--- src/rtl/lcd_show_win.sv ---
// lcd_show_win: draws a PIC_W x PIC_H 1-bpp bitmap at a run-time (x,y) origin.
// It first sends the CASET/RASET/RAMWR window setup. It then expands each
// bitmap bit to the fg or bg RGB565 colour and sends it as two {DC,byte} words.
// Every word is handed to lcd_write with an en_write/wr_done handshake.
module lcd_show_win #(
    parameter int PIC_W   = 240,
    parameter int PIC_H   = 240,
    parameter int ADDR_W  = 9,
    parameter int LCD_W   = 240,
    parameter int LCD_H   = 320,
    parameter int ROM_LAT = 1
) (
    input  logic              sys_clk,
    input  logic              sys_rst,
    input  logic              start,
    input  logic [8:0]        start_x,
    input  logic [8:0]        start_y,
    input  logic [15:0]       fg_color,
    input  logic [15:0]       bg_color,
    input  logic              wr_done,
    output logic [ADDR_W-1:0] rom_addr,
    input  logic [PIC_W-1:0]  rom_q,
    output logic [8:0]        show_pic_data,
    output logic              en_write_show_pic,
    output logic              busy,
    output logic              done,
    output logic              err
);
    localparam int CW = (PIC_W > 1) ? $clog2(PIC_W) : 1;
    localparam int RW = (PIC_H > 1) ? $clog2(PIC_H) : 1;
    localparam int LW = 2;  // ROM_LAT is limited to 0..3

    typedef enum logic [2:0] {IDLE, CHECK, SEND, WAIT, FETCH, DONE} state_t;
    state_t state, state_nxt;

    logic [8:0]       x_l, y_l;
    logic [15:0]      fg_l, bg_l;
    logic             pix;       // 0: window setup words, 1: pixel words
    logic [3:0]       widx;      // setup word index 0..10
    logic [CW-1:0]    col;
    logic [RW-1:0]    row;
    logic             lo_sel;    // 0: colour high byte, 1: low byte
    logic [LW-1:0]    lat;
    logic [PIC_W-1:0] row_buf;

    logic [15:0]   xs, xe, ys, ye, color;
    logic [CW-1:0] pix_idx;
    logic [8:0]    word;
    logic          oob, word_last, col_last, row_last, lat_hit;

    // The window must fit on the panel. The compare is 10 bits wide, so x+W cannot wrap.
    assign oob = ((10'(x_l) + 10'(PIC_W)) > 10'(LCD_W)) ||
                 ((10'(y_l) + 10'(PIC_H)) > 10'(LCD_H));

    assign xs = 16'(x_l);
    assign ys = 16'(y_l);
    assign xe = 16'(x_l) + 16'(PIC_W - 1);
    assign ye = 16'(y_l) + 16'(PIC_H - 1);

    assign word_last = (widx == 4'd10);
    assign col_last  = (col == CW'(PIC_W - 1));
    assign row_last  = (row == RW'(PIC_H - 1));
    assign lat_hit   = (lat == LW'(ROM_LAT));

    // The MSB of the ROM row is the leftmost pixel.
    assign pix_idx  = CW'(PIC_W - 1) - col;
    assign color    = row_buf[pix_idx] ? fg_l : bg_l;
    assign rom_addr = ADDR_W'(row);

    // Word for the current slot. It stays stable from SEND through WAIT.
    always_comb begin
        word = 9'h02C;
        if (pix) begin
            word = lo_sel ? {1'b1, color[7:0]} : {1'b1, color[15:8]};
        end else begin
            case (widx)
                4'd0:    word = 9'h02A;
                4'd1:    word = {1'b1, xs[15:8]};
                4'd2:    word = {1'b1, xs[7:0]};
                4'd3:    word = {1'b1, xe[15:8]};
                4'd4:    word = {1'b1, xe[7:0]};
                4'd5:    word = 9'h02B;
                4'd6:    word = {1'b1, ys[15:8]};
                4'd7:    word = {1'b1, ys[7:0]};
                4'd8:    word = {1'b1, ye[15:8]};
                4'd9:    word = {1'b1, ye[7:0]};
                default: word = 9'h02C;
            endcase
        end
    end

    // State register. A reset drops any transfer in progress immediately.
    always_ff @(posedge sys_clk) begin
        if (sys_rst) state <= IDLE;
        else         state <= state_nxt;
    end

    // Next-state logic and status outputs.
    always_comb begin
        state_nxt         = state;
        en_write_show_pic = 1'b0;
        busy              = 1'b0;
        done              = 1'b0;
        err               = 1'b0;
        show_pic_data     = 9'h000;
        case (state)
            IDLE:  if (start) state_nxt = CHECK;
            CHECK: begin
                err       = oob;
                state_nxt = oob ? IDLE : SEND;
            end
            SEND: begin
                en_write_show_pic = 1'b1;
                busy              = 1'b1;
                show_pic_data     = word;
                state_nxt         = WAIT;
            end
            WAIT: begin
                busy          = 1'b1;
                show_pic_data = word;
                if (wr_done) begin
                    if (!pix)          state_nxt = word_last ? FETCH : SEND;
                    else if (!lo_sel)  state_nxt = SEND;
                    else if (!col_last) state_nxt = SEND;
                    else               state_nxt = row_last ? DONE : FETCH;
                end
            end
            FETCH: begin
                busy = 1'b1;
                if (lat_hit) state_nxt = SEND;
            end
            DONE: begin
                done      = 1'b1;
                state_nxt = IDLE;
            end
            default: state_nxt = IDLE;
        endcase
    end

    // Datapath: latch the request, step the word/column/row counters and load the ROM row.
    always_ff @(posedge sys_clk) begin
        if (sys_rst) begin
            x_l     <= '0;
            y_l     <= '0;
            fg_l    <= '0;
            bg_l    <= '0;
            pix     <= 1'b0;
            widx    <= '0;
            col     <= '0;
            row     <= '0;
            lo_sel  <= 1'b0;
            lat     <= '0;
            row_buf <= '0;
        end else begin
            case (state)
                IDLE: if (start) begin
                    x_l    <= start_x;
                    y_l    <= start_y;
                    fg_l   <= fg_color;
                    bg_l   <= bg_color;
                    pix    <= 1'b0;
                    widx   <= '0;
                    col    <= '0;
                    row    <= '0;
                    lo_sel <= 1'b0;
                    lat    <= '0;
                end
                WAIT: if (wr_done) begin
                    if (!pix) begin
                        if (word_last) begin
                            pix <= 1'b1;
                            lat <= '0;
                        end else begin
                            widx <= widx + 4'd1;
                        end
                    end else if (!lo_sel) begin
                        lo_sel <= 1'b1;
                    end else begin
                        lo_sel <= 1'b0;
                        if (!col_last) begin
                            col <= col + CW'(1);
                        end else begin
                            col <= '0;
                            lat <= '0;
                            if (!row_last) row <= row + RW'(1);
                        end
                    end
                end
                FETCH: begin
                    if (lat_hit) begin
                        row_buf <= rom_q;
                        lat     <= '0;
                    end else begin
                        lat <= lat + LW'(1);
                    end
                end
                default: ;
            endcase
        end
    end
endmodule

--- config.mk ---
export PLATFORM = sky130hd
export DESIGN_NAME = lcd_show_win
export DESIGN_NICKNAME = d
export VERILOG_FILES = /design/src/rtl/lcd_show_win.sv
export SDC_FILE = /design/constraint.sdc
export NUM_CORES = 1
export LEC_CHECK = 0
export ABC_AREA = 1
export CAP_MARGIN = 10
export CORE_MARGIN = 3
export CORE_UTILIZATION = 53
export CTS_BUF_LIST = sky130_fd_sc_hd__clkbuf_8
export CTS_CLUSTER_SIZE = 40
export DETAILED_ROUTE_END_ITERATION = 7
export PLACE_DENSITY = 0.84
export SETUP_SLACK_MARGIN = 0.02
export SLEW_MARGIN = 20
export SYNTH_ARGS = -nofsm -noshare
export SYNTH_HDL_FRONTEND = slang
export SYNTH_SLANG_ARGS = --single-unit
--- constraint.sdc ---
create_clock -name sys_clk -period 2.7 [get_ports sys_clk]
set_input_delay 0.54 -clock sys_clk [delete_from_list [all_inputs] [get_ports sys_clk]]
set_output_delay 0.54 -clock sys_clk [all_outputs]
set_load 0.02 [all_outputs]
==> run metrics, run 1 <==
status=finished, violations left; violated checks=negative setup slack; EDFF count, synth=0; core area=27400 um^2; Core Rows=60; Hold Path End=lat[1]; Initial Utilization=0.547; DRC marker count from the first detailed-route iteration=1688; FF-to-FF Start=col[0]; I/O Pins=316; Post-DP HPWL=37300 um; register area share after synthesis=0.423; Fmax=0.285 GHz; Synth top area share=0.423; r2r setup slk=0.21 ns; pre-CTS setup slack=-0.646 ns; Chip Height=174 um; Synth Cell Area=15000 um^2; max-slew violation count=0; vias=16800; syn avg cell area=6.72 um^2; Inst Count DP=2927; Worst VDD drop=415 uV; Finished Layout Cells=3027; Clock Sinks=317; antenna violations before repair=3; crit path max-delay cell type=dfxtp_4; gr usage total=0.330; Area contributors post-synth=dfxtp_1 42%, nor2_1 13%, o21ai_0 11%; Slew headroom=0.339; CTS max path bufs=3; Tmin final=3.50 ns; Final period util=1.30; final setup margin=-0.805 ns; RSZ-0062 raised after global routing=true; power per cell area=509 nW/um^2; register bit total from synthesis=317; total global routing overflow=0; Clk pin slew, worst setup/hold paths=0.06 ns; ys async rst share=0; Vias/cell=5.54; width of the die=174 um; leakage power=8.14 nW; share of layout cells above drive strength 1=0.120; Worst Setup Start Kind=register; CP dominant cell by count=nand3_1; most instantiated cells after synthesis=518 x nor2_1, 323 x o21ai_0, 317 x dfxtp_1; hold_buf cts=0; slew of the pin with the lowest slew margin=0.992 ns; hold crit path type=reg -> reg; # DRC=0; final-report hold violation count=0; crit-path max cell delay=0.47 ns; CP max FO=23; syn nets=2538; CP endpoint kind=primary output; Worst-Skew Late Latency=0.60 ns; clock skew=0.0232 ns; Layout Nets=2923; largest area contributor in the netlist=dfxtp_1; IO buf count=314; post-synth cell types=51; total wire length=52500 um; reg-to-reg endpoint=lat[0]; Placer Congestion=0.896; Synth Flop Type=dfxtp_1; Setup violations, final=8; kind of critical path=reg -> out; total negative slack=-6.22 ns; MaxCap Viol Count=0; Yosys warnings=0; Layout area overhead=38.8%; first-pass GRT wire length=82500 um; Reg2Reg Depth=11; WL/cell=17.3 um; H-tree levels=2; Buf+Inv Stages, Crit Path=5; Fin Hold WS=0.428 ns; largest net degree at the start of global routing=185; CTS tree=yes; data arrival time of the worst path=2.96 ns; cells along the critical path=inv_6 > buf_12 > nand2_1 > nand3_1 > a21oi_2 > nor2_2 > nand2_1 > nand3_2 > nand3_2 > nand3_4 > buf_6 > nand3_1 > nand3_1 > nand3_1 > nand2_1 > inv_1 > buf_4; hold wc startpoint=lat[1]; Hold Path Cell Cnt=2; Mapped Cells=2231; final core utilization=0.759; Req. time, crit path=2.16 ns; Final ANT Viol Nets=0; vias in the first global route=16000; family with the most delay on the worst path=simple AND/OR/NAND/NOR gates; most instantiated library cell after synthesis=nor2_1; Die ar.=30300 um^2; Root Buffer=clkbuf_8; Num CTS Buffers=51; DR pass1 iterations=8
==> power breakdown <==
group	leakage [nW]	internal [W]	total [W]	switching [W]
Sequential	2.57	0.00475	0.00479	0.0000473
Clock	0.596	0.00228	0.00422	0.00194
Combinational	4.98	0.000800	0.00158	0.000777
Total	8.14	0.00783	0.0106	0.00277
==> worst reg2reg max path, delay by kind of cell, from the launching register on <==
| family | cells | cell delay [ns] |
|---|---|---|
| buffers and inverters | 2 | 0.41 |
| adder cells (fa/ha/maj) | 1 | 0.19 |
| AO/OA/AOI/OAI | 4 | 0.55 |
| AND/OR/NAND/NOR | 4 | 0.75 |
| flip-flops | 1 | 0.47 |
==> cells by family after synthesis <==
family / synth area share
fa+ha+maj: 0.0109
compound gates: 0.183
flops: 0.423
buf+inv: 0.0896
other cells: 0.000250
simple gates: 0.288
xor+xnor: 0.00526
==> metrics by stage <==
step | power [W] | area [um^2]
CTS | 0.0106 | 20600
floorplan | 0.00559 | 15000
global route | 0.0110 | 20800
detailed placement | 0.00637 | 19400
global placement | 0.00635 | 19400
finish | 0.0106 | 20800
==> state kept, by name, summed over array words and instances, names as in the netlist, 2 cells and up <==
signal   count
widx         4
col          8
bg_l        16
y_l          9
lat          2
row_buf    240
x_l          9
row          8
fg_l        16
state        3
==> layout make-up <==
type | instances | area [um^2]
diodes | 3 | 7.51
multi-input cells | 1590 | 7470
inverters | 173 | 667
well taps | 372 | 465
clock inverters | 23 | 134
repair buffers | 483 | 4790
clock buffers | 66 | 908
fillers | 2078 | 6600
flip-flops and latches | 317 | 6360
==> what timing repair did <==
action                     in CTS  in global routing
buffers inserted                2                  2
cloned                          2                  2
resized for setup              87                 30
setup endpoints to repair      12                 10
pin swaps                       7                 12
==> worst max path at each step <==
| stage | endpoint | cells after the start | start |
|---|---|---|---|
| floorplan | show_pic_data[1] | 12 | col[4] |
| global placement | show_pic_data[6] | 17 | col[0] |
| detailed placement | show_pic_data[6] | 17 | col[0] |
| CTS | show_pic_data[6] | 15 | col[0] |
| global route | show_pic_data[6] | 19 | col[0] |
| finish | show_pic_data[2] | 17 | col[0] |
==> cell usage in the layout, fill, tap and decap left out, drive strengths merged, types with 4 or more instances in the layout <==
master	n
ha	13
o22ai	4
nand2	284
clkdlybuf4s50	302
nand3	200
o21ai	331
nor2	522
nor3	19
o211ai	11
buf	175
clkbuf	68
dfxtp	317
nand4	5
xor2	7
nor4	4
a21oi	165
inv	190
==> metal layers <==
layer  track usage  wire length, um
met5             0                0
met4         0.131             2140
met3        0.0579             4560
met2         0.540            24300
met1         0.434            21500
(Power assumes the default switching activity.)
==> run 2: changes to the inputs <==
ABC_AREA = not set   (was 1)
CORE_MARGIN = 2   (was 3)
==> run metrics, run 2 <==
Final period util=1.62; largest area contributor in the netlist=dfxtp_1; max reg flops=240; FF-to-FF Start=col[0]; largest net degree at the start of global routing=92; family with the most delay on the worst path=multiplexers; Diodes inserted=0; share of layout cells above drive strength 1=0.163; Core Rows=60; Fmax=0.229 GHz; EDFF count, synth=0; pre-CTS setup slack=-1.56 ns; Setup violations, final=8; Clock Sinks=317; Final ANT Viol Nets=0; Fin Hold WS=0.454 ns; violated checks=negative setup slack; Root Buffer=clkbuf_8; IO buf count=314; Die ar.=28600 um^2; cells along the critical path=buf_12 > mux4_2 > mux4_2 > a311o_1 > a311oi_2 > a211o_1 > buf_4 > mux2_4 > a211oi_4 > buf_6; Buf+Inv Stages, Crit Path=3; Reg2Reg Depth=12; CP dominant cell by count=mux4_2; Post-DP HPWL=33500 um; # DRC=0; most instantiated library cell after synthesis=nand2_1; Yosys warnings=0; most instantiated cells after synthesis=615 x nand2_1, 317 x dfxtp_1, 316 x a21oi_1; r2r setup slk=0.18 ns; register area share after synthesis=0.440; CTS max path bufs=3; total negative slack=-12.83 ns; crit path max-delay cell type=mux4_2; Worst-Skew Late Latency=0.60 ns; first-pass GRT wire length=72300 um; Synth Flop Type=dfxtp_1; ys async rst share=0; CP max FO=4; Tmin final=4.36 ns; reg-to-reg endpoint=row[4]; Synth top area share=0.440; power per cell area=510 nW/um^2; antenna violations before repair=0; gr usage total=0.314; vias=14600; Worst Setup Start Kind=register; H-tree levels=2; DR pass1 iterations=8; syn nets=2084; total global routing overflow=0; Req. time, crit path=2.16 ns; Mapped Cells=1777; register bit total from synthesis=317; core area=26900 um^2; leakage power=7.08 nW; CP endpoint kind=primary output; total wire length=46100 um; crit-path max cell delay=0.49 ns; final setup margin=-1.66 ns; Clk pin slew, worst setup/hold paths=0.06 ns; Layout Nets=2460; DRC marker count from the first detailed-route iteration=1280; final core utilization=0.749; kind of critical path=reg -> out; post-synth cell types=65; Num CTS Buffers=50; syn avg cell area=8.13 um^2; I/O Pins=316; commonest non-fill, non-tap cell in the layout=nand2_1; max-slew violation count=0; clock skew=0.0335 ns; vias in the first global route=14700; Layout area overhead=39.5%; Vias/cell=5.75; Initial Utilization=0.537; worst setup path end=show_pic_data[7]; Worst VDD drop=335 uV; Area contributors post-synth=dfxtp_1 44%, nand2_1 16%, a21oi_1 11%; width of the die=169 um; crit path from=col[0]; Placer Congestion=0.933; CTS tree=yes; Synth Cell Area=14400 um^2; data arrival time of the worst path=3.82 ns; Chip Height=169 um; status=finished, violations left; RSZ-0062 raised after global routing=true; WL/cell=18.2 um; biggest regs=row_buf (240), bg_l (16), fg_l (16); final-report hold violation count=0; hold crit path type=reg -> reg; Largest Register=row_buf; Crit. path cell count=10; most frequent cells in the layout=614 x nand2_1, 314 x a21oi_1, 311 x dfxtp_1; MaxCap Viol Count=0
run 2: cell types whose count changed in the layout (fill, tap and decap cells not counted), moves of 61 or more:
| cell | previous run | this run |
|---|---|---|
| nand2_1 | 276 | 614 |
| inv_1 | 177 | 22 |
| o21ai_0 | 315 | 16 |
| nor2_1 | 513 | 45 |
| a21oi_1 | 156 | 314 |
| nand3_1 | 185 | 14 |
| mux4_2 | 0 | 61 |
run 2: layer usage:
metal	wire, um	vias to the layer above	GRT usage
met1	17800	6933	0.370
met5	0	-	0
met4	2000	0	0.152
met3	3080	131	0.0538
met2	23200	670	0.557
li1	-	6841	-
run 2: worst min path at each step:
stage | endpoint | cells after the start | from | slack (ns)
after floorplan | lat[1] | 2 | lat[1] | 0.42
after detailed placement | row_buf[60] | 2 | row_buf[60] | 0.44
after CTS | row[4] | 2 | sys_rst | 0.45
after global routing | row[4] | 2 | sys_rst | 0.46
after global placement | lat[1] | 2 | lat[1] | 0.43
final | row_buf[163] | 2 | row_buf[163] | 0.45
run 2: final cells by class:
cell class	instances	area (um^2)
fill	1839	6730
timing repair buffer	472	4610
inverter	9	33.8
clock inverter	31	264
multi-input combinational	1303	7630
sequential	317	6360
tap	341	427
clock buffer	60	826
run 2: what timing repair did:
action / 4_1_cts / 5_1_grt
endpoints found under the setup margin: 13 / 14
setup buffers: 5 / 1
cloned: 1 / 0
pin swaps: 6 / 4
gates resized for setup: 83 / 10
hold buffers: 0 / 0
run 2: stage by stage:
step           total power, W  instance area, um^2  cells
2_1_floorplan         0.00530                14500   1777
3_3_place_gp          0.00594                18800   2437
3_5_place_dp          0.00595                18800   2437
4_1_cts                0.0103                20100   2532
5_1_grt                0.0106                20100   2533
6_report               0.0103                20100   2533
run 2: kinds of logic (layout without fill, tap and decap cells):
logic type,count (synthesis),count (layout),synth area share
and+or+nand+nor,760,760,0.215
AOI/OAI and AO/OA,430,430,0.169
DFF,317,317,0.440
buffers and inverters,157,572,0.0458
muxes,72,72,0.103
xor gates and xnor gates,27,27,0.0164
adders and majority gates,13,13,0.0113
other,1,1,0.000260
run 2: tightest hold or removal path, stage by stage (launching register included):
cell and delay, ns:
dfxtp_1 0.31, nand2_1 0.05, a21oi_1 0.05
run 2: where the power goes:
| group | switching (W) | internal (W) | leakage (nW) |
|---|---|---|---|
| sequential | 0.0000503 | 0.00474 | 2.56 |
| clock | 0.00193 | 0.00242 | 0.613 |
| combinational | 0.000459 | 0.000680 | 3.90 |
| total | 0.00244 | 0.00784 | 7.08 |
